<file path="config.mk">
export PLATFORM = sky130hd
export DESIGN_NAME = pc_fetch_gen
export DESIGN_NICKNAME = d
export VERILOG_FILES = /design/src/rtl/pc_fetch_gen.sv
export SDC_FILE = /design/constraint.sdc
export NUM_CORES = 1
export LEC_CHECK = 0
export BUFFER_PORTS_ARGS = -buffer_cell sky130_fd_sc_hd__buf_2
export CORE_MARGIN = 1
export CORE_UTILIZATION = 56
export CTS_CLUSTER_DIAMETER = 200
export DETAILED_ROUTE_END_ITERATION = 12
export GPL_TIMING_DRIVEN = 0
export PLACE_DENSITY = 0.88
export SYNTH_ARGS = -nofsm -noshare
export SYNTH_HDL_FRONTEND = slang
export SYNTH_SLANG_ARGS = --single-unit
</file>
<file path="constraint.sdc">
create_clock -name i_clk -period 6.24 [get_ports i_clk]
set_input_delay 0.624 -clock i_clk [delete_from_list [all_inputs] [get_ports i_clk]]
set_output_delay 0.624 -clock i_clk [all_outputs]
set_load 0.03 [all_outputs]
</file>
<file path="src/rtl/pc_fetch_gen.sv">
// Program-counter generator for the instruction-fetch valid/ready port with trap > jr > br redirects.
// Optional macro MISALIGN_CHK_EN: misaligned redirect targets are replaced by TRAP_VECTOR and flagged.
module pc_fetch_gen #(
    parameter int              XLEN         = 32,
    parameter logic [XLEN-1:0] RESET_VECTOR = '0,
    parameter int              INST_BYTES   = 4,
    parameter logic [XLEN-1:0] TRAP_VECTOR  = XLEN'(32'h0000_0100)
) (
    input  logic            i_clk,
    input  logic            i_rst_n,
    input  logic            i_stall,
    output logic            o_fetch_valid,
    input  logic            i_fetch_ready,
    output logic [XLEN-1:0] o_fetch_pc,
    output logic            o_fetch_flush,
    output logic [XLEN-1:0] o_pc_plus_inc,
    input  logic            i_br_taken,
    input  logic [XLEN-1:0] i_br_base,
    input  logic [XLEN-1:0] i_br_imm,
    input  logic            i_jr_valid,
    input  logic [XLEN-1:0] i_jr_rs1,
    input  logic [XLEN-1:0] i_jr_imm,
    input  logic            i_trap_valid,
    input  logic [XLEN-1:0] i_trap_pc,
    output logic [XLEN-1:0] o_redirect_pc,
    output logic            o_misalign
);

    typedef enum logic [1:0] {
        S_BOOT,
        S_RUN,
        S_PEND
    } state_t;

    state_t          r_state;
    logic [XLEN-1:0] r_fetch_pc;
    logic [XLEN-1:0] r_pending;
    logic            r_fetch_valid;

    logic [XLEN-1:0] w_br_tgt;
    logic [XLEN-1:0] w_jr_tgt;
    logic [XLEN-1:0] w_sel_tgt;
    logic [XLEN-1:0] w_target;
    logic            w_redirect;
    logic            w_bad_align;
    logic            w_hs;
    logic            w_busy;

    assign w_br_tgt   = i_br_base + i_br_imm;
    assign w_jr_tgt   = (i_jr_rs1 + i_jr_imm) & ~XLEN'(1);
    assign w_redirect = i_trap_valid | i_jr_valid | i_br_taken;

    always_comb begin
        w_sel_tgt = w_br_tgt;
        if (i_trap_valid)
            w_sel_tgt = i_trap_pc;
        else if (i_jr_valid)
            w_sel_tgt = w_jr_tgt;
    end

`ifdef MISALIGN_CHK_EN
    assign w_bad_align = |(w_sel_tgt & XLEN'(INST_BYTES - 1));
    assign o_misalign  = w_redirect & w_bad_align & (r_state != S_BOOT);
`else
    assign w_bad_align = 1'b0;
    assign o_misalign  = 1'b0;
`endif

    assign w_target      = w_bad_align ? TRAP_VECTOR : w_sel_tgt;
    assign o_redirect_pc = w_sel_tgt;
    assign o_pc_plus_inc = r_fetch_pc + XLEN'(INST_BYTES);
    assign o_fetch_pc    = r_fetch_pc;
    assign o_fetch_valid = r_fetch_valid;

    assign w_hs   = r_fetch_valid & i_fetch_ready;
    assign w_busy = r_fetch_valid & ~i_fetch_ready;

    // Flush marks the stale request in the very cycle memory accepts it.
    assign o_fetch_flush = (r_state == S_PEND) & i_fetch_ready;

    always_ff @(posedge i_clk or negedge i_rst_n) begin
        if (!i_rst_n) begin
            r_state       <= S_BOOT;
            r_fetch_pc    <= RESET_VECTOR;
            r_pending     <= '0;
            r_fetch_valid <= 1'b0;
        end else begin
            case (r_state)
                S_BOOT: begin
                    r_state       <= S_RUN;
                    r_fetch_valid <= ~i_stall;
                end
                S_RUN: begin
                    if (w_redirect && w_busy) begin
                        r_pending <= w_target;
                        r_state   <= S_PEND;
                    end else begin
                        if (w_redirect)
                            r_fetch_pc <= w_target;
                        else if (w_hs)
                            r_fetch_pc <= o_pc_plus_inc;
                        if (!w_busy)
                            r_fetch_valid <= ~i_stall;
                    end
                end
                S_PEND: begin
                    if (w_redirect)
                        r_pending <= w_target;
                    if (i_fetch_ready) begin
                        r_fetch_pc    <= w_redirect ? w_target : r_pending;
                        r_state       <= S_RUN;
                        r_fetch_valid <= ~i_stall;
                    end
                end
                default: begin
                    r_state       <= S_BOOT;
                    r_fetch_valid <= 1'b0;
                end
            endcase
        end
    end

endmodule
</file>
==> impl_metrics.py, run 1 <==
metrics = {
    "status": {
        "status": "completed",
    },
    "clocking": {
        "clkTransAtPathRegs_ns": 0.05,
        "numCtsBuffers": 9,
        "cts_resized": 0,
        "hold_buffers": 0,
        "cts_buffer_depth": 2,
        "clk_latency_ns": 0.34,
        "clock_sinks": 67,
        "root_buffer": "clkbuf_16",
        "ctsHtreeMaxLevel": 3,
        "cts_setup_buffers": 0,
        "cts_tree": "yes",
    },
    "synthesis": {
        "synth_area_leaders": "dfrtp_1, ha_1, a21oi_1",
        "syn_nets": 1236,
        "synth_top_flop_cell": "dfrtp_1",
        "synth.distinct_cells": 77,
        "avgSynthCellArea_sq_um": 7.82,
        "synth_area_leader_cell": "dfrtp_1",
        "syn-cell-area_sq_mm": 0.00783,
        "synth_edf_count": 0,
        "synthCells": 1001,
        "ys_async_sr_fraction_pct": 100,
        "yosysTopAreaCellShare_pct": 21.4,
        "ys_seq_area_share_pct": 21.4,
        "synth-seq-cells": 67,
        "ys_warn_count": 0,
    },
    "final_layout": {
        "final_layout_size_suffix_gt1_share_pct": 25.5,
        "final_cell_mix": "buf_2, nand2_1, a21oi_1",
        "nets": 1510,
        "fin_cells": 1452,
        "syn2layout_area_growth_pct": 22.9,
        "layout_commonest_cell": "buf_2",
        "multi_input_area_sq_mm": 0.00583,
        "diodes": 0,
        "fill_cells": 1133,
        "regArea_sq_mm": 0.00168,
    },
    "die": {
        "coreArea_sq_mm": 0.0135,
        "rows": 42,
        "die_area_sq_mm": 0.0145,
        "initial_utilization_pct": 58.2,
        "ios": 266,
        "fp.dieW_um": 120,
        "die_h_um": 120,
    },
    "placed_design": {
        "hpwl_mm": 22.1,
        "dpl.cell_count": 1440,
        "dp_slack_ns": 1.65,
        "gp_congestion": 0.990,
        "port_buffers": 263,
    },
    "worst_setup_path": {
        "worstPathRequired_ns": 5.62,
        "reg2reg_slack_ns": 3.32,
        "r2r_cells": 9,
        "crit_top_cell": "buf_2",
        "startpoint_type": "primary input",
        "crit_path_cell_trace": "buf_2 -> and2_1 -> fa_1 -> a21o_1 -> a221oi_2 -> a21oi_2 -> a2111o_1 -> a31oi_1 -> mux2i_1 -> a21oi_1 -> nor3_1 -> buf_2",
        "end_kind": "primary output",
        "cp_slowest_cell": "nor3_1",
        "cp.arrival_ns": 4.03,
        "crit_fanout": 5,
        "r2r-end": "o_fetch_pc[11]$_DFFE_PN0P_",
        "worstReg2RegStart": "r_state[0]$_DFFE_PN0P_",
        "crit_type": "in2out",
        "slowest_delay_ns": 0.51,
    },
    "grt": {
        "grt_pass1_wl_mm": 42.7,
        "gr-total-overflow": 0,
        "grt_pass1_vias": 8494,
        "antenna_found_initial": 0,
        "grt_start_max_net_pins": 68,
        "grt_usage_pct": 37.6,
    },
    "pwr": {
        "power_uw": 3890,
        "p_leak_uw": 0.00458,
        "power_density_mw_per_mm2": 404,
        "ir_worst_vdd_v": 0.000222,
    },
    "run": {
        "maxCapViolations": 0,
    },
    "sta": {
        "slew-limit-headroom_pct": 30.7,
        "setup_tns_ns": 0,
        "hold_ws_ns": 0.400,
        "setup_viol": 0,
        "rsz0062_at_grt": "no",
        "maxSlewViolCount": 0,
        "fmax_mhz": 215,
        "finClkSkew_ns": 0.00873,
        "layout_setup_ws_ns": 1.59,
        "tightest_slew_ns": 1.04,
        "fin_crit_sh_pct": 74.6,
        "hold_viol": 0,
        "period_minus_slack_ns": 4.65,
    },
    "routing": {
        "drc": 0,
        "drt-total-wl_mm": 27.9,
        "drt_iter0_markers": 984,
        "routed_via_density": 6.44,
        "drt-pass1-iter-count": 10,
        "ant_nets": 0,
        "vias": 9356,
        "wl_per_cell_um": 19.2,
    },
    "worst_hold_path": {
        "hp-class": "in2async",
    },
}
[report_power, final]
group	switching (uW)	internal [uW]
combinational	1640	895
clock	173	281
sequential	235	670
[worst max-delay path: cells and delay by family]
| family | cells | cell delay, ns |
|---|---|---|
| buf+inv | 2 | 0.41 |
| fa+ha+maj | 1 | 0.39 |
| simple gates | 2 | 0.67 |
| compound gates | 6 | 1.68 |
| mux | 1 | 0.24 |
[area by class of cell]
type                            count  share of cell area (%)
Timing Repair Buffer              263                    13.7
Clock buffer                       12                    2.66
Multi-Input combinational cell    852                    60.5
Tap cell                          176                    2.29
Sequential cell                    67                    17.4
Inverter                           28                    1.09
Buffer                             54                    2.30
[sequential cells by signal (all words and copies together), names as in the netlist]
| name | cells |
|---|---|
| r_pending | 32 |
| r_state | 2 |
| o_fetch_valid | 1 |
| o_fetch_pc | 32 |
[how the worst max path moves through the flow]
| stage | from | to | cells after the start |
|---|---|---|---|
| after detailed placement | i_jr_rs1[0] | o_redirect_pc[26] | 12 |
| after CTS | i_jr_rs1[0] | o_redirect_pc[26] | 12 |
| final | i_jr_rs1[0] | o_redirect_pc[28] | 12 |
| after floorplan | i_jr_rs1[0] | o_redirect_pc[26] | 10 |
| after global placement | i_jr_rs1[0] | o_redirect_pc[26] | 12 |
| after global routing | i_jr_rs1[0] | o_redirect_pc[26] | 12 |
[cells by family (layout without fill, tap and decap cells)]
logic type	Yosys count	in the layout	synth area share [%]
simple gates	314	314	18.5
flops	67	67	21.4
xor+xnor	78	78	8.72
other cells	1	1	0.0479
buf+inv	82	357	4.17
fa+ha+maj	68	68	11.1
mux	55	55	7.54
compound gates	336	336	28.5
[stage by stage]
stage          instance area, sq um  utilization, %
6_report                       9630            71.5
5_1_grt                        9630            71.5
4_1_cts                        9630            71.5
3_5_place_dp                   9370            69.6
3_3_place_gp                   9370            69.6
2_1_floorplan                  7830               -
[routing by layer]
metal / vias to the layer above / global-route usage, % / routed length (um)
li1: 4268 / - / -
met4: 2 / 19.4 / 1250
met5: - / 0 / 18
met2: 646 / 62.0 / 13000
met3: 116 / 5.75 / 2810
met1: 4324 / 47.7 / 10800
[Yosys cell counts (13+ instances only)]
cell	n
a211oi_1	13
a21o_1	21
a21oi_1	96
a31oi_1	19
clkbuf_1	42
dfrtp_1	67
ha_1	66
inv_1	27
mux2_2	27
mux2i_1	23
nand2_1	109
nand2b_1	15
nand3_1	25
nand4_1	16
nor2_1	84
nor3_1	13
o211ai_1	16
o21ai_0	54
xnor2_1	51
xor2_1	27
Note: power is estimated with default switching activity, not from simulation.
==> run 2: changes to the inputs <==
Settings changed: CORE_UTILIZATION 56 to 52, PLACE_DENSITY 0.88 to 0.82.
Clock period 6.24 ns to 4.7 ns, I/O delays scaled along.
==> run 2 against run 1 <==
Effect of this change:
- first-iteration DRC count is 8.8% lower
- sequential power up 31%
- register-to-register slack worse by 1.6 ns
- critical endpoint is now o_redirect_pc[26]
- largest power group unchanged
- highest routed layer is now met4
==> impl_metrics.py, run 2 (synthesis results as in run 1) <==
metrics = {
    "sta": {
        "period_minus_slack_ns": 4.36,
        "finClkSkew_ns": 0.00921,
        "hold_viol": 0,
        "fin_crit_sh_pct": 92.8,
        "rsz0062_at_grt": "no",
        "setup_tns_ns": 0,
        "hold_ws_ns": 0.234,
        "maxSlewViolCount": 0,
        "slew-limit-headroom_pct": 34.1,
        "setup_viol": 0,
        "tightest_slew_ns": 0.985,
        "fmax_mhz": 229,
    },
    "placed_design": {
        "hpwl_mm": 22.3,
        "gp_congestion": 0.970,
        "port_buffers": 263,
    },
    "final_layout": {
        "nets": 1510,
        "final_core_util_pct": 66.6,
        "layout_commonest_cell": "buf_2",
        "syn2layout_area_growth_pct": 24.0,
        "final_layout_size_suffix_gt1_share_pct": 25.9,
        "regArea_sq_mm": 0.00168,
        "fill_cells": 1272,
        "multi_input_area_sq_mm": 0.00583,
        "final_cell_mix": "buf_2, nand2_1, a21oi_1",
    },
    "worst_setup_path": {
        "end_kind": "primary output",
        "r2r_cells": 9,
        "crit_type": "in2out",
        "slowest_delay_ns": 0.59,
        "crit_top_cell": "buf_2",
        "cp_slowest_cell": "a222oi_1",
        "startpoint_type": "primary input",
        "cp.arrival_ns": 3.89,
        "crit_path_cell_trace": "buf_2 -> and2_1 -> fa_1 -> a21o_1 -> a221oi_2 -> a21oi_2 -> a2111o_1 -> a31oi_1 -> o21bai_1 -> xnor2_1 -> a222oi_1 -> buf_2",
        "worstPathRequired_ns": 4.23,
        "crit_fanout": 5,
    },
    "grt": {
        "grt_pass1_vias": 8411,
        "antenna_found_initial": 1,
        "grt_start_max_net_pins": 68,
        "grt_pass1_wl_mm": 43.3,
        "gr-total-overflow": 0,
        "grt_usage_pct": 34.8,
    },
    "clocking": {
        "clock_sinks": 67,
        "cts_buffer_depth": 2,
        "clk_latency_ns": 0.34,
        "hold_buffers": 0,
        "cts_setup_buffers": 0,
        "cts_tree": "yes",
        "clkTransAtPathRegs_ns": 0.05,
        "cts_resized": 0,
        "numCtsBuffers": 9,
        "ctsHtreeMaxLevel": 3,
        "root_buffer": "clkbuf_16",
    },
    "die": {
        "ios": 266,
        "coreArea_sq_mm": 0.0146,
        "initial_utilization_pct": 53.7,
        "rows": 44,
        "die_h_um": 125,
        "die_area_sq_mm": 0.0156,
        "fp.dieW_um": 125,
    },
    "routing": {
        "routed_via_density": 6.23,
        "drt_iter0_markers": 897,
        "drt-total-wl_mm": 27.8,
        "drt-pass1-iter-count": 6,
        "wl_per_cell_um": 19.0,
        "vias": 9130,
        "ant_nets": 0,
        "drc": 0,
    },
    "pwr": {
        "power_density_mw_per_mm2": 545,
        "power_frac_comb_pct": 63.4,
        "pwr-share-clk_pct": 14.1,
        "p_int_uw": 2570,
        "power_uw": 5290,
        "ir_worst_vdd_v": 0.000365,
        "sequentialPowerShare_pct": 22.5,
        "p_switching_uw": 2720,
        "p_leak_uw": 0.00462,
        "swShare_pct": 51.4,
    },
    "run": {
        "maxCapViolations": 0,
    },
    "status": {
        "status": "completed",
    },
    "worst_hold_path": {
        "hp-class": "in2async",
    },
}
run 2: path summary, 6_finish.rpt:
kind / startpoint / to / slack (ns)
max in group asynchronous: i_rst_n / o_fetch_pc[30]$_DFFE_PN0P_ / 3.89
min: i_rst_n / o_fetch_pc[4]$_DFFE_PN0P_ / 0.23
max reg2reg: r_state[0]$_DFFE_PN0P_ / o_fetch_pc[13]$_DFFE_PN0P_ / 1.70
min in group i_clk: i_stall / o_fetch_valid$_DFFE_PN0P_ / 0.32
min reg2reg: r_pending[27]$_DFFE_PN0P_ / r_pending[27]$_DFFE_PN0P_ / 0.48
max: i_jr_rs1[0] / o_redirect_pc[26] / 0.34
run 2: power groups by stage:
stage                     Combinational [uW]  Sequential (uW)  Clock [uW]
after floorplan                         2090             1390           0
after global placement                  3230             1170           0
after detailed placement                3290             1180           0
after CTS                               3300             1180         738
after global routing                    3560             1220         766
final                                   3350             1190         745
run 2: area by class of cell:
cell class                 instances  share of cell area, %
antenna                            1                 0.0258
tap                              184                   2.37
sequential                        67                   17.3
clock buffer                      11                   2.60
timing repair buffer             263                   13.6
inverter                          28                   1.08
multi-input combinational        852                   60.0
buffer                            54                   2.28
clock inverter                     5                  0.773
run 2: layer usage:
metal	vias up	part of all wire, %	track usage (%)
li1	4258	-	-
met1	4230	40	44.5
met2	566	47	57.6
met3	76	9.4	5.46
met4	0	3.7	15.4
met5	-	0	0
run 2: metrics by stage:
step,std cells,instance area (sq um),setup WS (ns)
after floorplan,1001,7830,0.807
after global placement,1448,9380,0.455
after detailed placement,1448,9380,0.396
after CTS,1464,9710,0.382
after global routing,1465,9710,0.0980
final,1465,9710,0.339
run 2: worst max-delay path: cells and delay by family:
family | cells | cell delay [ns]
compound gates | 7 | 2.29
xor+xnor | 1 | 0.15
fa+ha+maj | 1 | 0.40
buf+inv | 2 | 0.42
simple gates | 1 | 0.16
